$ cat config.mk
export PLATFORM = sky130hd
export DESIGN_NAME = stream_capture_mc
export DESIGN_NICKNAME = d
export VERILOG_FILES = /design/src/rtl/stream_capture_pkg.sv /design/src/rtl/stream_capture_port.sv /design/src/rtl/stream_capture_mc.sv
export SDC_FILE = /design/constraint.sdc
export NUM_CORES = 1
export LEC_CHECK = 0
export ABC_AREA = 1
export CAP_MARGIN = 20
export CORE_ASPECT_RATIO = 1.1
export CORE_UTILIZATION = 40
export CTS_BUF_LIST = sky130_fd_sc_hd__clkbuf_4 sky130_fd_sc_hd__clkbuf_8
export DETAILED_ROUTE_END_ITERATION = 8
export DONT_BUFFER_PORTS = 1
export HOLD_SLACK_MARGIN = 0.03
export PLACE_DENSITY_LB_ADDON = 0.3
export SETUP_SLACK_MARGIN = 0.02
export SYNTH_ARGS = -nofsm -noshare
export SYNTH_HDL_FRONTEND = slang
export SYNTH_SLANG_ARGS = --single-unit
export TNS_END_PERCENT = 10
$ cat constraint.sdc
create_clock -name clk -period 7.8 [get_ports clk]
set_input_delay 1.56 -clock clk [delete_from_list [all_inputs] [get_ports clk]]
set_output_delay 1.56 -clock clk [all_outputs]
set_load 0.005 [all_outputs]
$ cat src/rtl/stream_capture_pkg.sv
// Shared definitions for the stream capture engine:
// CSR addresses, CTRL bit positions and the per-port state encoding.
package stream_capture_pkg;

  localparam logic [3:0] CSR_CTRL   = 4'd0;
  localparam logic [3:0] CSR_STATUS = 4'd1;
  localparam logic [3:0] CSR_LIMIT  = 4'd2;
  localparam logic [3:0] CSR_PTR    = 4'd4;
  localparam logic [3:0] CSR_DROPS  = 4'd8;

  localparam int CTRL_ARM   = 0;
  localparam int CTRL_WRAP  = 1;
  localparam int CTRL_SNOOP = 2;
  localparam int CTRL_CLEAR = 3;

  typedef enum logic [1:0] {
    IDLE  = 2'd0,
    RUN   = 2'd1,
    DRAIN = 2'd2,
    DONE  = 2'd3
  } port_state_e;

endpackage

$ cat src/rtl/stream_capture_port.sv
// One capture channel: beat FIFO, run/drain FSM, address, tag and drop counters.
// Ports: arm/clear pulses and wrap/limit config in; stream in; MM writer and status out.
module stream_capture_port
  import stream_capture_pkg::*;
#(
  parameter int ST_WIDTH   = 36,
  parameter int MEM_WIDTH  = 64,
  parameter int ADDR_WIDTH = 20,
  parameter int FIFO_DEPTH = 8
) (
  input  logic                  clk,
  input  logic                  rst_n,
  input  logic                  arm_rise_i,
  input  logic                  arm_fall_i,
  input  logic                  clear_i,
  input  logic                  wrap_i,
  input  logic [ADDR_WIDTH-1:0] limit_i,
  input  logic [ST_WIDTH-1:0]   st_data_i,
  input  logic                  st_valid_i,
  input  logic                  mem_waitrequest_i,
  output logic [ADDR_WIDTH-1:0] mem_address_o,
  output logic                  mem_write_o,
  output logic [MEM_WIDTH-1:0]  mem_writedata_o,
  output port_state_e           state_o,
  output logic [ADDR_WIDTH-1:0] ptr_o,
  output logic [15:0]           drops_o,
  output logic                  ovf_o
);

  localparam int TW = MEM_WIDTH - ST_WIDTH;
  localparam int PW = $clog2(FIFO_DEPTH);
  localparam logic [ADDR_WIDTH-1:0] A_ONE = 1;
  localparam logic [PW:0] FULL_CNT = (PW+1)'(FIFO_DEPTH);

  port_state_e state_q, state_d;

  logic [MEM_WIDTH-1:0]  fifo_q [FIFO_DEPTH];
  logic [PW-1:0]         wp_q, rp_q;
  logic [PW:0]           cnt_q;
  logic [ADDR_WIDTH-1:0] addr_q;
  logic [TW-1:0]         seq_q;
  logic [15:0]           drops_q;
  logic                  ovf_q, hit_q;

  logic empty, full, last, accept, hit;
  logic push, pop, drop, enter_run;

  assign empty  = cnt_q == '0;
  assign full   = cnt_q == FULL_CNT;
  // LIMIT=0 wraps to all ones here, i.e. a 2^ADDR_WIDTH window
  assign last   = addr_q == (limit_i - A_ONE);
  assign accept = mem_write_o && !mem_waitrequest_i;
  assign hit    = accept && last && !wrap_i;
  assign pop    = accept;
  // a pop in the same cycle frees the slot, so full+pop still accepts
  assign push   = st_valid_i && state_q == RUN
                && (!full || pop);
  assign drop   = st_valid_i && state_q == RUN && !push;
  assign enter_run = state_q != RUN && state_d == RUN;

  always_ff @(posedge clk or negedge rst_n) begin
    if (!rst_n) state_q <= IDLE;
    else        state_q <= state_d;
  end

  always_comb begin
    state_d = state_q;
    unique case (state_q)
      IDLE, DONE: if (arm_rise_i) state_d = RUN;
      RUN:        if (arm_fall_i || hit) state_d = DRAIN;
      DRAIN:      if (empty) state_d = hit_q ? DONE : IDLE;
      default:    state_d = IDLE;
    endcase
    if (clear_i) state_d = IDLE;
  end

  always_comb begin
    mem_write_o = 1'b0;
    unique case (state_q)
      RUN, DRAIN: mem_write_o = !empty;
      default:    mem_write_o = 1'b0;
    endcase
  end

  always_ff @(posedge clk) begin
    if (push) fifo_q[wp_q] <= {seq_q, st_data_i};
  end

  always_ff @(posedge clk or negedge rst_n) begin
    if (!rst_n) begin
      wp_q    <= '0;
      rp_q    <= '0;
      cnt_q   <= '0;
      addr_q  <= '0;
      seq_q   <= '0;
      drops_q <= '0;
      ovf_q   <= 1'b0;
      hit_q   <= 1'b0;
    end else if (enter_run || clear_i) begin
      wp_q  <= '0;
      rp_q  <= '0;
      cnt_q <= '0;
      hit_q <= 1'b0;
      if (enter_run) begin
        addr_q  <= '0;
        seq_q   <= '0;
        drops_q <= '0;
        ovf_q   <= 1'b0;
      end
    end else begin
      // limit reached without wrap: discard the backlog
      if (hit) begin
        wp_q  <= '0;
        rp_q  <= '0;
        cnt_q <= '0;
        hit_q <= 1'b1;
      end else begin
        if (push) wp_q <= wp_q + 1'b1;
        if (pop)  rp_q <= rp_q + 1'b1;
        unique case ({push, pop})
          2'b10:   cnt_q <= cnt_q + 1'b1;
          2'b01:   cnt_q <= cnt_q - 1'b1;
          default: cnt_q <= cnt_q;
        endcase
      end
      if (accept) addr_q <= last ? '0 : addr_q + A_ONE;
      if (push)   seq_q  <= seq_q + 1'b1;
      if (drop) begin
        ovf_q <= 1'b1;
        if (drops_q != 16'hFFFF) drops_q <= drops_q + 16'd1;
      end
    end
  end

  assign mem_address_o   = addr_q;
  assign mem_writedata_o = mem_write_o ? fifo_q[rp_q] : '0;
  assign state_o         = state_q;
  assign ptr_o           = addr_q;
  assign drops_o         = drops_q;
  assign ovf_o           = ovf_q;

endmodule

$ cat src/rtl/stream_capture_mc.sv
// Multi-channel stream-to-memory capture: CSR decode, readback and arm edges.
// Ports: CSR slave, NUM_PORTS sniffer streams, NUM_PORTS MM write masters, snoop_reset.
module stream_capture_mc
  import stream_capture_pkg::*;
#(
  parameter int NUM_PORTS  = 2,
  parameter int ST_WIDTH   = 36,
  parameter int MEM_WIDTH  = 64,
  parameter int ADDR_WIDTH = 20,
  parameter int FIFO_DEPTH = 8
) (
  input  logic                            clk,
  input  logic                            reset_n,
  input  logic [3:0]                      csr_address,
  input  logic                            csr_write,
  input  logic                            csr_read,
  input  logic [31:0]                     csr_writedata,
  output logic [31:0]                     csr_readdata,
  input  logic [NUM_PORTS*ST_WIDTH-1:0]   st_data,
  input  logic [NUM_PORTS-1:0]            st_valid,
  output logic [NUM_PORTS*ADDR_WIDTH-1:0] mem_address,
  output logic [NUM_PORTS-1:0]            mem_write,
  output logic [NUM_PORTS*MEM_WIDTH-1:0]  mem_writedata,
  input  logic [NUM_PORTS-1:0]            mem_waitrequest,
  output logic                            snoop_reset
);

  logic                  arm_q, wrap_q, snoop_q;
  logic [ADDR_WIDTH-1:0] limit_q;
  logic [31:0]           rdata_q, rdata_d;
  logic                  ctrl_wr, arm_rise, arm_fall, clear;

  port_state_e           st    [NUM_PORTS];
  logic [ADDR_WIDTH-1:0] ptr   [NUM_PORTS];
  logic [15:0]           drops [NUM_PORTS];
  logic [NUM_PORTS-1:0]  ovf;

  assign ctrl_wr  = csr_write && csr_address == CSR_CTRL;
  assign arm_rise = ctrl_wr && csr_writedata[CTRL_ARM] && !arm_q;
  assign arm_fall = ctrl_wr && !csr_writedata[CTRL_ARM] && arm_q;
  assign clear    = ctrl_wr && csr_writedata[CTRL_CLEAR];

  always_ff @(posedge clk or negedge reset_n) begin
    if (!reset_n) begin
      arm_q   <= 1'b0;
      wrap_q  <= 1'b0;
      snoop_q <= 1'b0;
      limit_q <= '1;
      rdata_q <= '0;
    end else begin
      if (ctrl_wr) begin
        arm_q   <= csr_writedata[CTRL_ARM];
        wrap_q  <= csr_writedata[CTRL_WRAP];
        snoop_q <= csr_writedata[CTRL_SNOOP];
      end
      if (csr_write && csr_address == CSR_LIMIT)
        limit_q <= csr_writedata[ADDR_WIDTH-1:0];
      if (csr_read) rdata_q <= rdata_d;
    end
  end

  always_comb begin
    rdata_d = '0;
    unique case (1'b1)
      csr_address == CSR_CTRL: begin
        rdata_d[CTRL_ARM]   = arm_q;
        rdata_d[CTRL_WRAP]  = wrap_q;
        rdata_d[CTRL_SNOOP] = snoop_q;
      end
      csr_address == CSR_STATUS: begin
        for (int p = 0; p < NUM_PORTS; p++) begin
          rdata_d[2*p +: 2] = st[p];
          rdata_d[16+p]     = ovf[p];
        end
      end
      csr_address == CSR_LIMIT:
        rdata_d[ADDR_WIDTH-1:0] = limit_q;
      default: begin
        for (int p = 0; p < NUM_PORTS; p++) begin
          if (p < 4 && csr_address == CSR_PTR + 4'(p))
            rdata_d[ADDR_WIDTH-1:0] = ptr[p];
          if (csr_address == CSR_DROPS + 4'(p))
            rdata_d[15:0] = drops[p];
        end
      end
    endcase
  end

  assign csr_readdata = rdata_q;
  assign snoop_reset  = snoop_q;

  for (genvar g = 0; g < NUM_PORTS; g++) begin : g_port
    stream_capture_port #(
      .ST_WIDTH   (ST_WIDTH),
      .MEM_WIDTH  (MEM_WIDTH),
      .ADDR_WIDTH (ADDR_WIDTH),
      .FIFO_DEPTH (FIFO_DEPTH)
    ) u_port (
      .clk               (clk),
      .rst_n             (reset_n),
      .arm_rise_i        (arm_rise),
      .arm_fall_i        (arm_fall),
      .clear_i           (clear),
      .wrap_i            (wrap_q),
      .limit_i           (limit_q),
      .st_data_i         (st_data[g*ST_WIDTH +: ST_WIDTH]),
      .st_valid_i        (st_valid[g]),
      .mem_waitrequest_i (mem_waitrequest[g]),
      .mem_address_o     (mem_address[g*ADDR_WIDTH +: ADDR_WIDTH]),
      .mem_write_o       (mem_write[g]),
      .mem_writedata_o   (mem_writedata[g*MEM_WIDTH +: MEM_WIDTH]),
      .state_o           (st[g]),
      .ptr_o             (ptr[g]),
      .drops_o           (drops[g]),
      .ovf_o             (ovf[g])
    );
  end

endmodule

==> results.sh <==
export IMPL_grt_pass1_wl_um=212000
export IMPL_setup_viol_count_final=0
export IMPL_dr_first_iter_drc_count=2886
export IMPL_ys_ff_latch=1223
export IMPL_finalPower_mw=18.7
export IMPL_yosys_warnings=0
export IMPL_setup_total_negative_slack_ps=0
export IMPL_cts_hold_buffers_added=0
export IMPL_layout_drive_gt1_share=0.0927
export IMPL_worstPathBufferInverterCount=1
export IMPL_cellLeakagePower_nw=21.2
export IMPL_critical_path_max_stage_delay_ps=1040
export IMPL_cts_num_sinks=1223
export IMPL_crit_required_ps=6240
export IMPL_area_growth_synth_to_final_pct=10.7
export IMPL_cts_tree="built"
export IMPL_htree_levels=4
export IMPL_fp_row_count=139
export IMPL_preCtsSetupSlack_ps=2450
export IMPL_cts_resized=0
export IMPL_grt_start_max_net_pins=200
export IMPL_timing_max_slew_rel_slack=0.169
export IMPL_drc=0
export IMPL_min_period_over_period=0.756
export IMPL_worst_setup_path_start_kind="flip-flop"
export IMPL_first_global_vias=35100
export IMPL_dp_cells=6418
export IMPL_power_density_nw_per_um2=318
export IMPL_numPortBuffers=0
export IMPL_setup_slack_ps=1900
export IMPL_drtAntennaViolNets=0
export IMPL_synth_cell_types=48
export IMPL_critPathCaptureType="output port"
export IMPL_finalClockSkew_ps=76.7
export IMPL_crit_slowest_cell="sky130_fd_sc_hd__dfrtp_4"
export IMPL_timing_worst_setup_path_type="flip-flop to output port"
export IMPL_final_max_slew_viol_count=0
export IMPL_drt_wl_total_um=140000
export IMPL_filler_cell_count=12200
export IMPL_start_util=0.405
export IMPL_finalWeightedCongestion=0.949
export IMPL_post_route_util=0.448
export IMPL_dpl_hpwl_um=79100
export IMPL_placement_cell_area_um2=54700
export IMPL_antenna_found_initial=6
export IMPL_rsz_0062_raised_after_global_routing="no"
export IMPL_timing_final_hold_violations=0
export IMPL_path_common_cell="sky130_fd_sc_hd__o21ai_0"
export IMPL_area_sequential_um2=35800
export IMPL_timing_critical_path_arrival_ps=4340
export IMPL_core_um2=131000
export IMPL_clock_insertion_delay_worst_skew_ps=960
export IMPL_worst_slew_pin_slew_ps=1230
export IMPL_syn_cell_area_um2=53100
export IMPL_total_cts_buffers=197
export IMPL_io_pin_count=319
export IMPL_dieWidth_um=349
export IMPL_die_area_um2=134000
export IMPL_post_cts_setup_buffer_count=0
export IMPL_worst_r2r_setup_slack_ps=3360
export IMPL_routed_via_density=5.37
export IMPL_holdWs_ps=314
export IMPL_clock_fmax_mhz=170
export IMPL_synth_yosys_seq_area_share=0.674
export IMPL_overflow=0
export IMPL_final_cell_area_um2=58700
export IMPL_synth_edff_count=1024
export IMPL_synth_avg_cell_area_um2=10.9
export IMPL_final_period_minus_worst_setup_slack_ps=5900
export IMPL_multiInputGateArea_um2=15200
export IMPL_die_height_um=384
export IMPL_synthCells=4874
export IMPL_worst_path_max_fanout=100
export IMPL_finalNonFillerCells=6772
export IMPL_status="finished, final reports clean"
export IMPL_finalNetCount=4992
export IMPL_kind_of_path_behind_the_tightest_hold_check="input pin to async pin"
export IMPL_cp_delay_by_family_top="compound AO/OA/AOI/OAI gates"
export IMPL_clock_root_buffer="sky130_fd_sc_hd__clkbuf_8"
export IMPL_routed_via_count=36400
export IMPL_path_cells="buf_4 > o21ai_0 > o22ai_1 > o21ai_0 > a31oi_1"
export IMPL_firstDrtPassIters=5
export IMPL_routed_length_per_placed_instance_um=20.6
export IMPL_dominantRegCellSynth="sky130_fd_sc_hd__edfxtp_1"
export IMPL_synth_async_sr_flop_share=0.163
export IMPL_worst_ir_drop_vdd_mv=0.321
export IMPL_clk_pin_slew_ps=60
export IMPL_gr_usage_all_layers=0.206
export IMPL_cap_viol_max_count=0
export IMPL_clock_tree_buffer_depth=3
area by class of cell:
class,instances,share of cell area
Inverter,282,0.0184
Clock buffer,286,0.0591
Timing Repair Buffer,57,0.00784
Tap cell,1762,0.0375
Clock inverter,62,0.00907
Antenna cell,6,0.000256
Sequential cell,1223,0.609
Multi-Input combinational cell,3094,0.259
synthesized netlist by cell type (41+ instances only):
master                     instances  area share
sky130_fd_sc_hd__edfxtp_1       1024        0.58
sky130_fd_sc_hd__nor3_1           57      0.0054
sky130_fd_sc_hd__xor2_1          102       0.017
sky130_fd_sc_hd__nor2_1          981       0.069
sky130_fd_sc_hd__o21ai_0         699       0.066
sky130_fd_sc_hd__nand2_1         440       0.031
sky130_fd_sc_hd__clkbuf_1        223       0.016
sky130_fd_sc_hd__nand4_1         120       0.014
sky130_fd_sc_hd__inv_1           278       0.020
sky130_fd_sc_hd__a31oi_1         131       0.015
sky130_fd_sc_hd__dfrtp_1         179       0.084
sky130_fd_sc_hd__nand3_1         205       0.019
sky130_fd_sc_hd__o22ai_1         161       0.019
sky130_fd_sc_hd__a21oi_1          41      0.0039
registers in the layout, indices dropped and copies added (netlist names), 8 cells and up:
name / flops
csr_readdata: 20
g_port.u_port.cnt_q: 8
g_port.u_port.drops_o: 32
g_port.u_port.fifo_q: 1024
g_port.u_port.mem_address_o: 40
g_port.u_port.seq_q: 56
limit_q: 20
cells in the final DEF, fill, tap and decap left out, drive strengths merged, types with 3 or more instances in the layout:
master	netlist	final
a21oi	41	41
a31oi	131	131
buf	63	57
bufinv	0	5
clkbuf	223	286
clkinv	1	46
conb	1	12
dfrtp	179	179
dfstp	20	20
diode	0	6
edfxtp	1024	1024
ha	19	19
inv	281	292
nand2	450	450
nand3	210	210
nand3b	9	9
nand4	120	120
nor2	994	994
nor3	60	60
nor3b	6	6
nor4	29	29
o211ai	3	3
o21ai	717	717
o22ai	161	161
xnor2	17	17
xor2	102	102
worst paths after layout:
check | start | endpoint | cells past startpoint
setup / recovery | g_port[1].u_port.rp_q[0] | mem_writedata[122] | 5
hold / removal | reset_n | csr_readdata[14] | 0
setup reg to reg | limit_q[0] | g_port[1].u_port.mem_address_o[0] | 20
hold reg to reg | g_port[1].u_port.hit_q | g_port[1].u_port.hit_q | 2
max in group asynchronous | reset_n | g_port[0].u_port.rp_q[0] | 0
min in group clk | g_port[1].u_port.hit_q | g_port[1].u_port.hit_q | 2
layer usage:
layer / track usage / routed length (um) / vias to the layer above
li1: - / - / 17300
met2: 0.330 / 65100 / 1144
met1: 0.269 / 59300 / 17700
met3: 0.0616 / 11700 / 224
met5: 0 / 20 / -
met4: 0.0641 / 3490 / 4
logic make-up (layout without fill, tap and decap cells):
logic type | count (synthesis) | count (layout) | synth area share
XOR/XNOR | 119 | 119 | 0.0196
flip-flops | 1223 | 1223 | 0.674
buffers and inverters | 568 | 687 | 0.0432
multiplexers | 3 | 3 | 0.000589
AND/OR/NAND/NOR | 1880 | 1880 | 0.150
adder cells (fa/ha/maj) | 21 | 21 | 0.00523
other | 1 | 18 | 0.0000706
AO/OA/AOI/OAI | 1059 | 1059 | 0.107
worst reg2reg max path: stages (launching register included):
cell	delay, ps
sky130_fd_sc_hd__dfstp_2	400
sky130_fd_sc_hd__inv_2	200
sky130_fd_sc_hd__ha_1	360
sky130_fd_sc_hd__nand2_1	190
sky130_fd_sc_hd__nor2_1	240
sky130_fd_sc_hd__nand2_1	110
sky130_fd_sc_hd__nand2_1	70
sky130_fd_sc_hd__nand2_1	110
sky130_fd_sc_hd__nand2_1	120
sky130_fd_sc_hd__nand3_1	90
sky130_fd_sc_hd__nor2_1	120
sky130_fd_sc_hd__nand3_1	70
sky130_fd_sc_hd__nor2_1	150
sky130_fd_sc_hd__nand3_2	200
sky130_fd_sc_hd__nand3_1	120
sky130_fd_sc_hd__nand2_1	50
sky130_fd_sc_hd__nand2_1	70
sky130_fd_sc_hd__nand2_2	70
sky130_fd_sc_hd__nand2_4	710
sky130_fd_sc_hd__nand2_1	570
sky130_fd_sc_hd__o21ai_0	320
where the power goes:
group	internal [mW]	switching, mW
Sequential	7.47	0.382
Combinational	1.32	3.87
Clock	3.05	2.58
Note: power is estimated with default switching activity, not from simulation.
